`config.mk`:
```
export PLATFORM = sky130hd
export DESIGN_NAME = ap_txn_recorder
export DESIGN_NICKNAME = d
export VERILOG_FILES = /design/src/rtl/ap_txn_recorder.sv
export SDC_FILE = /design/constraint.sdc
export NUM_CORES = 1
export LEC_CHECK = 0
export BUFFER_PORTS_ARGS = -buffer_cell sky130_fd_sc_hd__buf_2
export CAP_MARGIN = 5
export CELL_PAD_IN_SITES_DETAIL_PLACEMENT = 0
export CELL_PAD_IN_SITES_GLOBAL_PLACEMENT = 1
export CORE_ASPECT_RATIO = 0.5
export CORE_MARGIN = 5
export CORE_UTILIZATION = 49
export CTS_BUF_LIST = sky130_fd_sc_hd__clkbuf_16
export CTS_CLUSTER_DIAMETER = 200
export DETAILED_ROUTE_END_ITERATION = 10
export GPL_TIMING_DRIVEN = 0
export PLACE_DENSITY_LB_ADDON = 0.1
export SETUP_SLACK_MARGIN = 0.02
export SLEW_MARGIN = 20
export SYNTH_ARGS = -nofsm -noshare
export SYNTH_HDL_FRONTEND = slang
export SYNTH_SLANG_ARGS = --single-unit
export TNS_END_PERCENT = 100
```
`constraint.sdc`:
```
create_clock -name clock -period 19.85 [get_ports clock]
set_clock_uncertainty 0.05 [all_clocks]
set_input_delay 1.985 -clock clock [delete_from_list [all_inputs] [get_ports clock]]
set_output_delay 1.985 -clock clock [all_outputs]
set_load 0.005 [all_outputs]
```
`src/rtl/ap_txn_recorder.sv`:
```
// ---------------------------------------------------------------------------
// ap_txn_recorder
//
// Transaction recorder for the ap_ctrl handshake of a single HLS module
// instance. Each accepted start (ap_start && ap_ready) is timestamped and
// queued. Each completion (ap_done && ap_continue) is paired with the oldest
// queued start, and the result goes out as a latency record on a
// valid/ready stream. When finish is seen, capture stops, the record FIFO
// drains, and drained is raised.
//
// Parameters
//   TS_W         width of the free-running timestamp and of the latency field
//   ID_W         width of the transaction sequence number
//   START_DEPTH  depth of the outstanding-start queue (power of two, >= 2)
//   OUT_DEPTH    depth of the output record FIFO (power of two, >= 2)
//
// Ports
//   clock, reset          rising-edge clock, asynchronous active-low reset
//   ap_start, ap_ready    start handshake of the monitored module
//   ap_done, ap_continue  done handshake of the monitored module
//   finish                end of run (sticky once sampled)
//   rec_valid/rec_ready   record stream handshake (first-word-fall-through)
//   rec_id, rec_start_ts, rec_done_ts, rec_latency   record fields
//   ovf_start, ovf_out, orphan_done                  sticky error flags
//   drained               finish seen and every record delivered
// ---------------------------------------------------------------------------
module ap_txn_recorder #(
    parameter int TS_W        = 32,
    parameter int ID_W        = 16,
    parameter int START_DEPTH = 4,
    parameter int OUT_DEPTH   = 8
) (
    input  logic            clock,
    input  logic            reset,
    input  logic            ap_start,
    input  logic            ap_ready,
    input  logic            ap_done,
    input  logic            ap_continue,
    input  logic            finish,
    output logic            rec_valid,
    input  logic            rec_ready,
    output logic [ID_W-1:0] rec_id,
    output logic [TS_W-1:0] rec_start_ts,
    output logic [TS_W-1:0] rec_done_ts,
    output logic [TS_W-1:0] rec_latency,
    output logic            ovf_start,
    output logic            ovf_out,
    output logic            orphan_done,
    output logic            drained
);

    localparam int SA_W = $clog2(START_DEPTH);
    localparam int OA_W = $clog2(OUT_DEPTH);

    typedef enum logic [1:0] {RUN, DRAIN, DONE} state_t;

    typedef struct packed {
        logic [ID_W-1:0] id;
        logic [TS_W-1:0] start_ts;
        logic [TS_W-1:0] done_ts;
    } rec_t;

    state_t          state, state_nxt;
    logic [TS_W-1:0] ts;
    logic [ID_W-1:0] id_ctr;

    // Start queue: pointers carry one extra wrap bit to tell full from empty.
    logic [TS_W-1:0] sq_mem [START_DEPTH];
    logic [SA_W:0]   sq_rd, sq_wr;
    logic            sq_empty, sq_full;

    // Output record FIFO, same pointer scheme.
    rec_t            of_mem [OUT_DEPTH];
    logic [OA_W:0]   of_rd, of_wr, of_rd_nxt, of_wr_nxt;
    logic            of_full, of_empty_nxt;

    logic            run, start_ev, done_ev;
    logic            sq_pop, sq_push, bypass, orphan, start_drop;
    logic            rec_push, of_accept, of_pop, rec_drop;
    logic [TS_W-1:0] rec_start;
    rec_t            rec_new, rec_head;

    // ---------------------------------------------------------------- events
    assign run      = (state == RUN);
    assign start_ev = run && ap_start && ap_ready;
    assign done_ev  = run && ap_done && ap_continue;

    assign sq_empty = (sq_wr == sq_rd);
    assign sq_full  = (sq_wr[SA_W] != sq_rd[SA_W]) &&
                      (sq_wr[SA_W-1:0] == sq_rd[SA_W-1:0]);

    // A done pops before a same-cycle start pushes. So a full queue still
    // takes the new start, and an empty queue pairs the done directly with
    // the same-cycle start (bypass, latency 0).
    assign sq_pop     = done_ev && !sq_empty;
    assign bypass     = done_ev && sq_empty && start_ev;
    assign orphan     = done_ev && sq_empty && !start_ev;
    assign sq_push    = start_ev && !bypass && (!sq_full || sq_pop);
    assign start_drop = start_ev && sq_full && !sq_pop;

    assign rec_push  = sq_pop || bypass;
    assign rec_start = bypass ? ts : sq_mem[sq_rd[SA_W-1:0]];
    assign rec_new   = '{id: id_ctr, start_ts: rec_start, done_ts: ts};

    // A pop in the same cycle frees a slot, so a full FIFO can still accept.
    assign of_full   = (of_wr[OA_W] != of_rd[OA_W]) &&
                       (of_wr[OA_W-1:0] == of_rd[OA_W-1:0]);
    assign of_pop    = rec_valid && rec_ready;
    assign of_accept = rec_push && (!of_full || of_pop);
    assign rec_drop  = rec_push && of_full && !of_pop;

    assign of_wr_nxt    = of_wr + (OA_W+1)'(of_accept);
    assign of_rd_nxt    = of_rd + (OA_W+1)'(of_pop);
    assign of_empty_nxt = (of_wr_nxt == of_rd_nxt);

    // ----------------------------------------------------------- state logic
    always_comb begin
        // NOTE: every output of a combinational block gets a default first,
        // so a path that assigns nothing cannot infer a latch.
        state_nxt = state;
        case (state)
            RUN:     if (finish) state_nxt = of_empty_nxt ? DONE : DRAIN;
            DRAIN:   if (of_empty_nxt) state_nxt = DONE;
            DONE:    state_nxt = DONE;
            default: state_nxt = RUN;
        endcase
    end

    // ------------------------------------------------------- control registers
    always_ff @(posedge clock or negedge reset) begin
        if (!reset) begin
            state       <= RUN;
            ts          <= '0;
            id_ctr      <= '0;
            sq_rd       <= '0;
            sq_wr       <= '0;
            of_rd       <= '0;
            of_wr       <= '0;
            ovf_start   <= 1'b0;
            ovf_out     <= 1'b0;
            orphan_done <= 1'b0;
        end else begin
            // NOTE: sequential state uses non-blocking assignments only, so
            // every register here samples the values from before the edge.
            state <= state_nxt;
            ts    <= ts + TS_W'(1);
            of_wr <= of_wr_nxt;
            of_rd <= of_rd_nxt;

            // A dropped record still uses up its sequence number.
            if (rec_push) id_ctr <= id_ctr + ID_W'(1);

            // On the finish edge, events are still captured, but every start
            // that is still outstanding is thrown away.
            if (run && finish) begin
                sq_rd <= '0;
                sq_wr <= '0;
            end else begin
                if (sq_pop)  sq_rd <= sq_rd + (SA_W+1)'(1);
                if (sq_push) sq_wr <= sq_wr + (SA_W+1)'(1);
            end

            if (start_drop) ovf_start   <= 1'b1;
            if (rec_drop)   ovf_out     <= 1'b1;
            if (orphan)     orphan_done <= 1'b1;
        end
    end

    // ------------------------------------------------------------- storage
    // NOTE: the storage arrays have no reset. Resetting the pointers makes
    // stale contents unreachable, and the output fields are gated by
    // rec_valid, so no stale entry ever appears on the ports.
    always_ff @(posedge clock) begin
        if (sq_push)   sq_mem[sq_wr[SA_W-1:0]] <= ts;
        if (of_accept) of_mem[of_wr[OA_W-1:0]] <= rec_new;
    end

    // ------------------------------------------------------------- outputs
    assign rec_valid    = (of_wr != of_rd);
    assign rec_head     = of_mem[of_rd[OA_W-1:0]];
    assign rec_id       = rec_valid ? rec_head.id       : '0;
    assign rec_start_ts = rec_valid ? rec_head.start_ts : '0;
    assign rec_done_ts  = rec_valid ? rec_head.done_ts  : '0;
    assign rec_latency  = rec_valid ? (rec_head.done_ts - rec_head.start_ts) : '0;
    assign drained      = (state == DONE);

endmodule

```
* Yosys cells after proc, flatten, opt, wreduce, memory -nomap -nowiden
Memories as Yosys holds them, arrays and structs flattened. Cells that the tools add are included.
Operators by class: reduce and logical (&&, ||, !) cells 33, $add $sub $neg 7, muxes and demuxes 17, equality and inequality tests 11
Operators with widths (count):
- 32-bit 2-to-1 mux | 4
- 32-bit by 1-bit adder with 32-bit output (second input constant) | 1
- 32-bit subtractor | 1
- 1-bit logical AND | 19
- 16-bit by 1-bit adder with 16-bit output (second input constant) | 1
- 16-bit 2-to-1 mux | 1
- 3-bit 2-to-1 mux | 4
- 4-bit by 1-bit adder with 4-bit output | 2
- 1-bit logical NOT | 7
- 3-bit by 1-bit adder with 3-bit output (second input constant) | 2
- 3-bit == test | 2
- 2-bit 2-to-1 mux | 3
- 2-bit case mux with 3 select lines | 1
- 4-bit == test | 1
- 1-bit 2-to-1 mux | 4
- 2-bit inequality test (second input constant) | 2
- 4-bit inequality test | 1
- 2-bit nonzero test | 2
- 1-bit logical OR | 3
- 2-bit by 1-bit == test with 1-bit output (second input constant) | 1
- 2-bit == test | 1
- 2-bit == test (second input constant) | 1
- 2-bit logical NOT | 1
- 1-bit inequality test | 2
- 2-bit AND reduction | 1
Word-level totals: input bits 8, bits in writable memories 768, memories 2, output and inout bits 117, word-level logic and storage cells 80, register bits 67
Memories:
- of_mem | words 8, bits a word 80, read ports 1, clocked after memory_dff 0, wr ports 1, RTL line 73 | rec_t of_mem [OUT_DEPTH];
- sq_mem | words 4, bits a word 32, read ports 1, clocked after memory_dff 0, wr ports 1, RTL line 68 | logic [TS_W-1:0] sq_mem [START_DEPTH];

* Depth between registers and ports, before layout
word-level depth 12, depth in mapped cells 15, mapped depth without buffers 13

* Least setup slack after synthesis
OpenSTA, ideal clock, no wires.
kind input port to flip-flop, from in ap_continue, to mem of_mem[0][0] in the netlist's numbering, enable pin, data arrival time 8.323 ns, path slack 10.861 ns, data required time 19.184 ns, buffers on the path 0, stages on the path 5, setup time 0.616 ns, path through nand3_1 a31oi_2 nor2b_1 nand2b_1 nor3_1
On the way: longest elaborated chain between the ends 7, elaborated cells between the ends (all ways) 8, those cells by class 2 x mux; 6 x reduce/logical
RTL lines:
- start, declared | RTL line 38 | input logic ap_continue,
- 1-bit logical AND * | RTL line 86 | assign done_ev = run && ap_done && ap_continue;
- 1-bit logical AND (2 in a row) | RTL line 96 | assign bypass = done_ev && sq_empty && start_ev;
- 1-bit logical OR * | RTL line 101 | assign rec_push = sq_pop || bypass;
- 1-bit logical AND * | RTL line 109 | assign of_accept = rec_push && (!of_full || of_pop);
- 1-bit 2-to-1 mux * | RTL line 175 | if (of_accept) of_mem[of_wr[OA_W-1:0]] <= rec_new;
- 1-bit 2-to-1 mux (not written as such) * | RTL line 175
- end, declared | RTL line 73
Every way passes the cells marked *; elsewhere a longest branch is shown, timed or not.

* Worst setup path after layout
from reg of_rd[2], to out rec_latency[28]
On the way: longest elaborated chain between the ends 3, elaborated cells between the ends (all ways) 4, those cells by class 1 x add/sub; 1 x eq/ne; 1 x mux; 1 x memory
RTL lines:
- start, declared | RTL line 74 | logic [OA_W:0] of_rd, of_wr, of_rd_nxt, of_wr_nxt;
- start signal, assigned | RTL line 148 | of_rd <= of_rd_nxt;
- memory read 8 x 80 bit
- 32-bit subtractor | RTL line 184 | assign rec_latency = rec_valid ? (rec_head.done_ts - rec_head.start_ts) : '0;
- 32-bit 2-to-1 mux * | RTL line 184
- end, declared | RTL line 45 | output logic [TS_W-1:0] rec_latency,
Marks and branches as above.

==> results.json <==
{
  "fill_cells": 5249,
  "finalCriticalPeriod_ns": 8.99,
  "synth_area_leaders": "edfxtp_1, mux4_2, dfrtp_1",
  "ys_types": 56,
  "clk_latency_ns": 0.65,
  "setup_violations": 0,
  "dp_hpwl_mm": 57.0,
  "drc": 0,
  "slew_viol_final": 0,
  "synthCells": 1769,
  "cts_tree": "yes",
  "post_dp_cell_area_um2": 37100,
  "cp.arrival_ns": 6.95,
  "yosysSeqAreaShare_pct": 72.4,
  "wl_met3_mm": 5.28,
  "die_area_um2": 75400,
  "status": "finished clean",
  "first_pass_iters": 5,
  "start_util_pct": 49.5,
  "cp-start-kind": "flip-flop",
  "place_inst": 2898,
  "hold_buffers": 0,
  "vias": 17467,
  "gp_congestion": 0.824,
  "antenna_found_initial": 1,
  "intPower_mw": 3.84,
  "stdcell_count": 3035,
  "utilization_pct": 57.1,
  "hold_violations": 0,
  "finalCritPeriodShare_pct": 45.3,
  "netlist_area_um2": 34200,
  "first_global_vias": 17607,
  "cts.sinks": 835,
  "clockBufferDepth": 3,
  "final.setup.tns_ns": 0,
  "area_growth_pct": 15.4,
  "share_comb_of_total_power_pct": 41.9,
  "synth-seq-cells": 835,
  "power.share.sequential_pct": 34.6,
  "ant_nets": 0,
  "yosysMostFrequentCell": "edfxtp_1",
  "synth_common_cells": "edfxtp_1, mux4_2, nor2_1, dfrtp_1, mux2_2",
  "yosysTopAreaCell": "edfxtp_1",
  "end_kind": "primary output",
  "yosysTopAreaCellShare_pct": 67.5,
  "max_freq_mhz": 111,
  "core_area_um2": 69000,
  "maxCapViolCount": 0,
  "drt_iter0_markers": 1687,
  "cts_made_buffers": 75,
  "die_w_um": 383,
  "nNetsFinal": 2085,
  "crit_type": "reg2out",
  "root_buffer": "clkbuf_16",
  "path_max_fanout": 10,
  "grt_max_degree": 42,
  "synthFlopType": "edfxtp_1",
  "cts_resized": 0,
  "worst_pin_slew_ns": 1.17,
  "maxUsedRoutingLayer": "met4",
  "syn_nets": 1824,
  "async_flop_share_pct": 8.02,
  "finish.instance_area_um2": 39400,
  "drt-total-wl_mm": 83.2,
  "slew_headroom_pct": 22.0,
  "rsz0062_at_grt": "false",
  "portBuffers": 124,
  "core.rowCount": 68,
  "grt_usage_pct": 22.3,
  "synth.avg_cell_area_um2": 19.3,
  "clkTransAtPathRegs_ns": 0.06,
  "h-tree-depth": 3,
  "io-pin-count": 125,
  "synth_warnings": 0,
  "grt-ovfl-total": 0,
  "synth_edf_count": 768,
  "die_h_um": 197,
  "worstPathRequired_ns": 17.82,
  "post_cts_buffers": 0,
  "hold_ws_ns": 0.399,
  "p_sw_share_pct": 35.9,
  "p_switching_mw": 2.15,
  "power.leakage_nw": 14.1,
  "hold_class": "reg2reg",
  "met1_length_mm": 37.2,
  "p_per_area_nw_per_um2": 152,
  "routed-wl-met2_mm": 38.6,
  "drive_gt1_share_pct": 28.4,
  "wire_per_inst_um": 27.4,
  "grt_pass1_wl_mm": 121,
  "post_drt_via_cell_ratio": 5.76,
  "p_clk_share_pct": 23.6,
  "ir_worst_vdd_mv": 0.0902
}
==> logic make-up after synthesis <==
group                    Yosys count  share of synthesized area [%]
AO/OA/AOI/OAI                    100                           1.88
flip-flops                       835                           72.4
AND/OR/NAND/NOR                  301                           4.25
buffers and inverters             86                           1.06
XOR/XNOR                          91                           2.33
multiplexers                     309                           16.3
adder cells (fa/ha/maj)           47                           1.74
==> through the flow <==
step	power, mW	setup slack, ns
after CTS	6.05	10.89
after floorplan	3.64	10.86
after global routing	6.30	10.66
final	5.99	10.86
after detailed placement	4.64	11.63
after global placement	4.62	3.01
==> routing by layer <==
layer  global-route usage [%]  vias to the layer above
met3                     4.49                      122
li1                         -                     7614
met4                     6.52                        0
met1                     32.5                     9227
met5                        0                        -
met2                     34.6                      504
==> placed cells by master, fill, tap and decap left out, drive strengths merged, types with 5 or more instances in the layout <==
master	synthesis	final
a21o	10	10
a21oi	35	35
a31oi	6	6
and2	38	38
and3	10	10
buf	46	230
bufinv	0	5
clkbuf	27	104
clkinv	0	18
dfrtp	67	67
edfxtp	768	768
ha	46	46
inv	13	47
mux2	65	65
mux2i	52	52
mux4	192	192
nand2	52	52
nand2b	9	9
nand3	19	19
nand4	20	20
nor2	125	125
nor3	10	10
o21ai	17	17
xnor2	56	56
xor2	35	35
==> cell type report <==
cell class | instances | area [µm²] | area share, %
antenna | 1 | 2.50 | 0.00635
buffer | 73 | 323 | 0.819
clock buffer | 77 | 1930 | 4.89
clock inverter | 59 | 435 | 1.10
inverter | 13 | 48.8 | 0.124
multi-input combinational | 848 | 9150 | 23.2
sequential | 835 | 24700 | 62.7
tap | 945 | 1180 | 3.00
timing repair buffer | 184 | 1630 | 4.14
==> power groups by stage <==
stage	logic, mW	clock network, mW	registers (mW)
after floorplan	1.53	0	2.10
after global placement	2.50	0	2.12
after detailed placement	2.53	0	2.11
after CTS	2.54	1.44	2.07
after global routing	2.71	1.51	2.07
final	2.51	1.41	2.07
==> worst max-delay path, stage by stage, from the launching register on <==
cell and delay, ns:
dfrtp_1 0.43, clkbuf_1 0.88, buf_2 0.49, buf_1 0.83
mux2i_1 0.78, ha_1 0.36, o211ai_1 0.12, a21oi_1 0.17
o21ai_0 0.25, o21ai_0 0.79, a31oi_1 0.34, o21ai_0 0.28
mux2_2 0.39, buf_2 0.13
==> sequential cells by signal, summed over array words and instances (netlist names) <==
| name | flops |
|---|---|
| ts | 32 |
| of_mem | 640 |
| orphan_done | 1 |
| of_wr | 4 |
| sq_mem | 128 |
| sq_wr | 3 |
| state | 2 |
| ovf_out | 1 |
| ovf_start | 1 |
| sq_rd | 3 |
| of_rd | 4 |
| id_ctr | 16 |
==> path summary, 6_finish.rpt <==
check | startpoint | end | slack [ns] | cells after the start
max | of_rd[2] | rec_latency[28] | 10.86 | 13
max in group asynchronous | reset | ts[12] | 17.85 | 2
max reg2reg | state[0] | of_mem[1][71] | 14.93 | 16
min | ovf_out | ovf_out | 0.40 | 1
min in group asynchronous | reset | id_ctr[1] | 1.26 | 1
min reg2reg | ovf_out | ovf_out | 0.40 | 1
(Power assumes the default switching activity.)
